**config.mk**
```make
export PLATFORM = sky130hd
export DESIGN_NAME = fifo_egress_arbiter
export DESIGN_NICKNAME = d
export VERILOG_FILES = /design/src/rtl/fifo_egress_arbiter.sv
export SDC_FILE = /design/constraint.sdc
export NUM_CORES = 1
export LEC_CHECK = 0
export BUFFER_PORTS_ARGS = -buffer_cell sky130_fd_sc_hd__buf_2
export CORE_ASPECT_RATIO = 1.5
export CORE_MARGIN = 2
export CORE_UTILIZATION = 50
export DETAILED_ROUTE_END_ITERATION = 7
export GPL_TIMING_DRIVEN = 0
export PLACE_DENSITY = 0.94
export SLEW_MARGIN = 20
export SYNTH_ARGS = -nofsm -noshare
export SYNTH_HDL_FRONTEND = slang
export SYNTH_SLANG_ARGS = --single-unit
```
**constraint.sdc**
```tcl
create_clock -name clk -period 3.2 [get_ports clk]
set_clock_uncertainty 0.2 [all_clocks]
set_input_delay 0.32 -clock clk [delete_from_list [all_inputs] [get_ports clk]]
set_output_delay 0.32 -clock clk [all_outputs]
set_load 0.02 [all_outputs]
```
**src/rtl/fifo_egress_arbiter.sv**
```systemverilog
// rtl/fifo_egress_arbiter.sv - round-robin burst drain of N FIFO egress ports onto one valid/ready stream
module fifo_egress_arbiter #(
    parameter int NR_OF_FIFOS_P = 4,
    parameter int DATA_WIDTH_P  = 8,
    parameter int BURST_WIDTH_P = 4
) (
    input  logic                                    clk,
    input  logic                                    rst_n,
    input  logic [BURST_WIDTH_P-1:0]                cr_burst_length,
    input  logic [NR_OF_FIFOS_P-1:0]                fifo_egr_empty,
    input  logic [NR_OF_FIFOS_P*DATA_WIDTH_P-1:0]   fifo_egr_data,
    output logic [NR_OF_FIFOS_P-1:0]                fifo_egr_enable,
    output logic                                    mst_valid,
    input  logic                                    mst_ready,
    output logic [DATA_WIDTH_P-1:0]                 mst_data,
    output logic [$clog2(NR_OF_FIFOS_P)-1:0]        mst_id,
    output logic [NR_OF_FIFOS_P-1:0]                sr_grant
);

    localparam int ID_W = $clog2(NR_OF_FIFOS_P);

    typedef enum logic {
        IDLE  = 1'b0,
        BURST = 1'b1
    } state_t;

    state_t                   state_q, state_d;
    logic [ID_W-1:0]          grant_q, grant_d;
    logic [ID_W-1:0]          last_grant_q, last_grant_d;
    logic [BURST_WIDTH_P-1:0] words_left_q, words_left_d;
    logic                     mst_valid_q, mst_valid_d;
    logic [DATA_WIDTH_P-1:0]  mst_data_q, mst_data_d;
    logic [ID_W-1:0]          mst_id_q, mst_id_d;

    logic                     arb_found;
    logic [ID_W-1:0]          arb_idx;
    logic [BURST_WIDTH_P-1:0] burst_load;
    logic [DATA_WIDTH_P-1:0]  head_data;
    logic                     pop;

    // First non-empty FIFO searching upward from the one after last_grant.
    always_comb begin
        arb_found = 1'b0;
        arb_idx   = '0;
        for (int k = 1; k <= NR_OF_FIFOS_P; k++) begin
            if (!arb_found &&
                !fifo_egr_empty[ID_W'((int'(last_grant_q) + k) % NR_OF_FIFOS_P)]) begin
                arb_found = 1'b1;
                arb_idx   = ID_W'((int'(last_grant_q) + k) % NR_OF_FIFOS_P);
            end
        end
    end

    assign burst_load = (cr_burst_length == '0) ? BURST_WIDTH_P'(1) : cr_burst_length;
    assign head_data  = fifo_egr_data[grant_q*DATA_WIDTH_P +: DATA_WIDTH_P];
    assign pop        = (state_q == BURST) && !fifo_egr_empty[grant_q] &&
                        (words_left_q != '0) && (!mst_valid_q || mst_ready);

    always_comb begin
        state_d      = state_q;
        grant_d      = grant_q;
        last_grant_d = last_grant_q;
        words_left_d = words_left_q;
        mst_valid_d  = mst_valid_q;
        mst_data_d   = mst_data_q;
        mst_id_d     = mst_id_q;

        // Output stage drains regardless of FSM state; a pop below overrides it.
        if (mst_valid_q && mst_ready) begin
            mst_valid_d = 1'b0;
        end

        case (state_q)
            IDLE: begin
                if (arb_found) begin
                    state_d      = BURST;
                    grant_d      = arb_idx;
                    last_grant_d = arb_idx;
                    words_left_d = burst_load;
                end
            end
            BURST: begin
                if (pop) begin
                    mst_data_d   = head_data;
                    mst_id_d     = grant_q;
                    mst_valid_d  = 1'b1;
                    words_left_d = words_left_q - BURST_WIDTH_P'(1);
                    if (words_left_q == BURST_WIDTH_P'(1)) begin
                        state_d = IDLE;
                    end
                end else if (fifo_egr_empty[grant_q]) begin
                    state_d = IDLE;
                end
            end
            default: state_d = IDLE;
        endcase
    end

    always_ff @(posedge clk) begin
        if (!rst_n) begin
            state_q      <= IDLE;
            grant_q      <= '0;
            last_grant_q <= ID_W'(NR_OF_FIFOS_P - 1);
            words_left_q <= '0;
            mst_valid_q  <= 1'b0;
            mst_data_q   <= '0;
            mst_id_q     <= '0;
        end else begin
            state_q      <= state_d;
            grant_q      <= grant_d;
            last_grant_q <= last_grant_d;
            words_left_q <= words_left_d;
            mst_valid_q  <= mst_valid_d;
            mst_data_q   <= mst_data_d;
            mst_id_q     <= mst_id_d;
        end
    end

    // Pop strobe is gated by rst_n so no word is lost while reset is asserted.
    always_comb begin
        fifo_egr_enable = '0;
        if (pop && rst_n) begin
            fifo_egr_enable[grant_q] = 1'b1;
        end
    end

    always_comb begin
        sr_grant = '0;
        if (state_q == BURST) begin
            sr_grant[grant_q] = 1'b1;
        end
    end

    assign mst_valid = mst_valid_q;
    assign mst_data  = mst_data_q;
    assign mst_id    = mst_id_q;

endmodule

```
* Yosys cells after proc, flatten, opt, wreduce, memory -nomap -nowiden
Index checks and enable logic that the tools add are counted.
Word-level totals: ROM bits 0, bits in latches 0, logic and storage cells 83, memories 0, memory bits (writable) 0, output and inout port bits 19, register bits 20, input bits 43
Cells by class: bitwise logic cells 1, reduce and logical (&&, ||, !) cells 22, $lt $le $gt $ge 6, div/mod/pow operators 0, multiply operators 0, shifts and indexed selects 1, equal/unequal tests 3, add/subtract/negate cells 5, mux-type cells 38
Operator list (number):
- 32-bit by 6-bit indexed part select with 8-bit output | 1
- 1-bit 2-to-1 mux | 21
- 4-bit 2-to-1 mux | 5
- 2-bit by 4-bit < comparator with 1-bit output, second input constant | 4
- 1-bit binary-select mux with 2-bit select | 5
- 1-bit logical AND | 9
- 2-bit 2-to-1 mux | 4
- 4-bit case mux with 2 select lines | 1
- 1-bit logical NOT | 7
- 2-bit AND reduction | 3
- 2-bit by 1-bit adder with 2-bit output, second input constant | 2
- 2-bit adder, second input constant | 2
- 4-bit by 1-bit == test with 1-bit output, second input constant | 1
- 4-bit logical NOT | 1
- 4-bit nonzero test | 1
- 4-bit by 1-bit subtractor with 4-bit output, second input constant | 1
- 2-bit by 3-bit < comparator with 1-bit output, second input constant | 1
- 1-bit demux with 2-bit select | 1
- 2-bit by 1-bit greater-or-equal comparator with 1-bit output, second input constant | 1
- 2-bit by 1-bit != test with 1-bit output, second input constant | 1
- 2-bit != test, second input constant | 1
- 1-bit case mux with 2 select lines | 1
- 1-bit logical OR | 1
- 1-bit NOT | 1

* Longest topological paths before layout
depth after elaboration 15, depth in mapped cells 6, gate-level depth less buffers 6

* Least setup slack after synthesis
No wires, ideal clock.
path kind register to output, start point reg grant_q[1], end point out fifo_egr_enable[0], required time 2680 ps, slack 1212 ps, path buffers 1, arrival 1468 ps, stages on the path, launching flop included 6, path through dfxtp_1 -> buf_6 -> mux2_4 -> o22a_4 -> nor2_4 -> nor4b_4
On the way: cells in the longest elaborated chain, start to end 8, elaborated cells on any way between the ends 13, classes of those cells 2 x order compare; 5 x mux; 6 x reduce/logical
RTL lines:
- start: declaration | line 28 | logic [ID_W-1:0] grant_q, grant_d;
- start signal: assignment | line 110 | grant_q <= grant_d;
- branches (longest 7 deep; another with 2-bit by 3-bit < comparator with 1-bit output)
- 4-bit 2-to-1 mux * | line 122 | if (pop && rst_n) begin
- end: declaration | line 12 | output logic [NR_OF_FIFOS_P-1:0] fifo_egr_enable,
Every way passes the cells marked *. The select of a mux whose other input is x is not followed.

* Final worst setup path
Same ends and word-level chain as after synthesis.

==> qor.txt <==
==================================================================================
Run status                                                            finished clean
Die Wd                                                                     46.8 µm
Worst-path fanout max                                                            8
Clock root buffer                                                     sky130_fd_sc_hd__clkbuf_8
Net count, final                                                               255
Endpoint arrival time on the critical path                                 1900 ps
Share of final-layout standard cells stronger than drive strength 1          0.421
Flip-flop and latch area                                                   400 µm²
Synthesis Warnings                                                               0
Maximum number of pins on one net before global-route repair                    13
Max Clock Freq                                                             414 MHz
Power density over the cells                                            499 nW/µm²
Maximum capacitance violations                                                   0
Via count                                                                    1,424
Ys async rst share                                                               0
Area of the die                                                           3190 µm²
Final critical-path setup slack                                             783 ps
Area of the multi-input gates                                              877 µm²
Wire length per cell after detailed routing                                15.0 µm
Busiest metal layer after global routing                                      met2
Number of library cell types mapped by synthesis                                47
Non-Filler Cell Area, Final                                               1790 µm²
Launching point of the worst reg2reg path                             words_left_q[0]$_SDFFE_PN0P_
Detailed-route DRC error count                                                   0
Most used flip-flop cell after synthesis                              sky130_fd_sc_hd__dfxtp_1
Class of the most critical hold timing path                                 in2reg
Mapped Avg Cell Area                                                      9.47 µm²
Tightest Pin Transition                                                     562 ps
CTS H-Tree Depth                                                                 1
# port buffers                                                                  60
Sum Neg Setup Slack                                                           0 ps
DIE HEIGHT                                                                 68.2 µm
Dpl cell area                                                             1720 µm²
Startpoint of the most critical hold path                             cr_burst_length[1]
Clock transition at path regs                                                80 ps
Worst VDD drop                                                              419 µV
Critical Path Slowest Stage Cell                                      sky130_fd_sc_hd__mux2_4
Effective utilization at floorplan                                           0.519
Main area contributors after synthesis                                sky130_fd_sc_hd__dfxtp_1 29%, sky130_fd_sc_hd__mux4_2 9.8%, sky130_fd_sc_hd__a21oi_1 5.8%
Number of clock sinks                                                           20
CTS buffer count                                                                 3
FP Rows                                                                         23
Power consumption                                                       0.000894 W
Max-slew violation count                                                         0
Number of primary I/O pins                                                      62
RSZ-0062 raised after global routing                                            no
Share of Yosys cell area claimed by the top area cell type                   0.291
Aggregate routed wire length                                               3690 µm
Reg2Reg Capture Point                                                 mst_data[7]$_SDFFE_PN0P_
Half-perimeter wire length after placement                                 2880 µm
Worst reg-to-reg setup slack                                               1180 ps
Critical Path, Cell by Cell                                           buf_6, mux2_4, o22a_4, nor2_4, nor4b_4, buf_2
Static power due to leakage                                               0.771 nW
Reg2reg path depth                                                               6
GRT Residual Overflow                                                            0
Postcts setup bufs                                                               0
Endpoint of the worst hold-timing path                                words_left_q[1]$_SDFFE_PN0P_
Worst Setup Slack post-DPL                                                 1060 ps
Number of synthesized register bits                                             20
Number of enable-type register cells in the synthesized netlist                  0
Part of the cycle the worst path needs                                       0.755
Detailed-route vias per instance                                              5.79
Synthesis-to-finish area growth                                              30.4%
Cell type with the largest total area after synthesis                 sky130_fd_sc_hd__dfxtp_1
First-pass GRT wire length                                                 5640 µm
Fraction of the core area covered by cells at the end of the flow            0.677
Sequential-to-total area share from yosys stat                               0.291
Cells after Synth                                                              145
Initial antenna violation count                                                  0
Placer's final routability congestion estimate                               0.808
Clock latency at the later pin of the worst-skew pair                       260 ps
Number of filler cells placed in the layout                                    219
Cell count of the worst hold path                                                3
Final hold violations                                                            0
Category of the critical setup timing path                                 reg2out
Global routing met3 resource utilization                                    0.0475
Endpoint type of the worst setup path                                  output port
Number of resized instances in the post-cts repair step                          0
Most common cell in the netlist                                       sky130_fd_sc_hd__dfxtp_1
Via count of the first global-routing pass                                   1,345
Setup Viol. Count Final                                                          0
Remaining antenna violation count                                                0
Min Tclk post-route                                                        2420 ps
Worst setup SP type                                                       register
Post-cts hold buffer count                                                       0
Critical path data required time                                           2680 ps
Slowest cell delay on critical path                                         330 ps
TritonRoute pass-1 iters                                                         4
Met2 layer usage reported by global route                                    0.425
Top post-synthesis cells by count                                     20 x sky130_fd_sc_hd__dfxtp_1, 16 x sky130_fd_sc_hd__a21oi_1, 11 x sky130_fd_sc_hd__nand3_1, 10 x sky130_fd_sc_hd__o21ai_1, 9 x sky130_fd_sc_hd__nor2_1
Number of DRC markers after the initial detailed-route iteration                39
Met1 track demand over resource in global routing                            0.256
Area of the mapped netlist                                                1370 µm²
Net count after synthesis                                                      190
Total track usage                                                            0.241
TritonCTS clock tree                                                          done
Normalized max-slew margin                                                   0.620
Diodes inserted                                                                  0
Core Region                                                               2650 µm²
Max clock buf depth                                                              2
==================================================================================
flip-flops by register name, summed over array words and instances, names as in the netlist:
name          flops
words_left_q      4
mst_valid         1
mst_data          8
last_grant_q      2
grant_q           2
state_q           1
mst_id            2
logic make-up after synthesis:
group | share of synthesized area
adder cells (fa/ha/maj) | 0.0182
buffers and inverters | 0.0701
multiplexers | 0.166
AND/OR/NAND/NOR | 0.200
AO/OA/AOI/OAI | 0.254
flip-flops | 0.291
critical path: cells and delay by family, from the launching register on:
kind | cells | cell delay (ps)
simple gates | 2 | 390
buf+inv | 2 | 330
mux | 1 | 330
flops | 1 | 320
compound gates | 1 | 260
report_power, final:
part | internal [W] | switching [W]
combinational | 0.000146 | 0.000200
sequential | 0.000277 | 0.0000207
clock | 0.000167 | 0.0000841
layout make-up:
cell class / count / share of cell area
multi-input combinational: 108 / 0.490
buffer: 12 / 0.0433
timing repair buffer: 60 / 0.168
sequential: 20 / 0.223
tap: 37 / 0.0258
clock inverter: 1 / 0.0168
inverter: 5 / 0.0105
clock buffer: 3 / 0.0230
through the flow:
step | hold WS, ps | cells
2_1_floorplan | 246 | 145
3_3_place_gp | 261 | 242
3_5_place_dp | 270 | 242
4_1_cts | 176 | 246
5_1_grt | 209 | 246
6_report | 173 | 246
cell usage in the layout (no fill, tap or decap), types with 2 or more instances in the layout:
master                     synthesis  layout
sky130_fd_sc_hd__mux4_1            2       2
sky130_fd_sc_hd__buf_6             3       3
sky130_fd_sc_hd__nor2b_1           3       3
sky130_fd_sc_hd__inv_1             5       5
sky130_fd_sc_hd__nor2_1            9       9
sky130_fd_sc_hd__and4_1            2       2
sky130_fd_sc_hd__nand2_1           8       8
sky130_fd_sc_hd__nor4b_4           2       2
sky130_fd_sc_hd__clkbuf_8          0       3
sky130_fd_sc_hd__clkbuf_1          5       5
sky130_fd_sc_hd__nand3_1          11      11
sky130_fd_sc_hd__o21ai_0           5       5
sky130_fd_sc_hd__a31oi_1           2       2
sky130_fd_sc_hd__ha_1              2       2
sky130_fd_sc_hd__mux2_4            2       2
sky130_fd_sc_hd__buf_2             1      61
sky130_fd_sc_hd__a21oi_1          16      16
sky130_fd_sc_hd__mux4_2            6       6
sky130_fd_sc_hd__buf_4             2       2
sky130_fd_sc_hd__dfxtp_1          20      20
sky130_fd_sc_hd__nor3b_1           2       2
sky130_fd_sc_hd__o21ai_1          10      10
sky130_fd_sc_hd__a41oi_1           2       2
worst max-delay path by stage:
stage / from / to / cells past startpoint
floorplan: grant_q[1]$_SDFFE_PN0P_ / fifo_egr_enable[0] / 5
global placement: grant_q[1]$_SDFFE_PN0P_ / fifo_egr_enable[0] / 6
detailed placement: fifo_egr_empty[3] / fifo_egr_enable[0] / 6
CTS: grant_q[1]$_SDFFE_PN0P_ / fifo_egr_enable[0] / 6
global route: grant_q[1]$_SDFFE_PN0P_ / fifo_egr_enable[0] / 6
finish: grant_q[1]$_SDFFE_PN0P_ / fifo_egr_enable[0] / 6
per-layer routing:
layer | up-vias | part of all wire
li1 | 681 | -
met1 | 671 | 0.36
met2 | 66 | 0.55
met3 | 6 | 0.075
met4 | 0 | 0.011
met5 | - | 0
No activity file was read; power rests on OpenSTA's default activity.
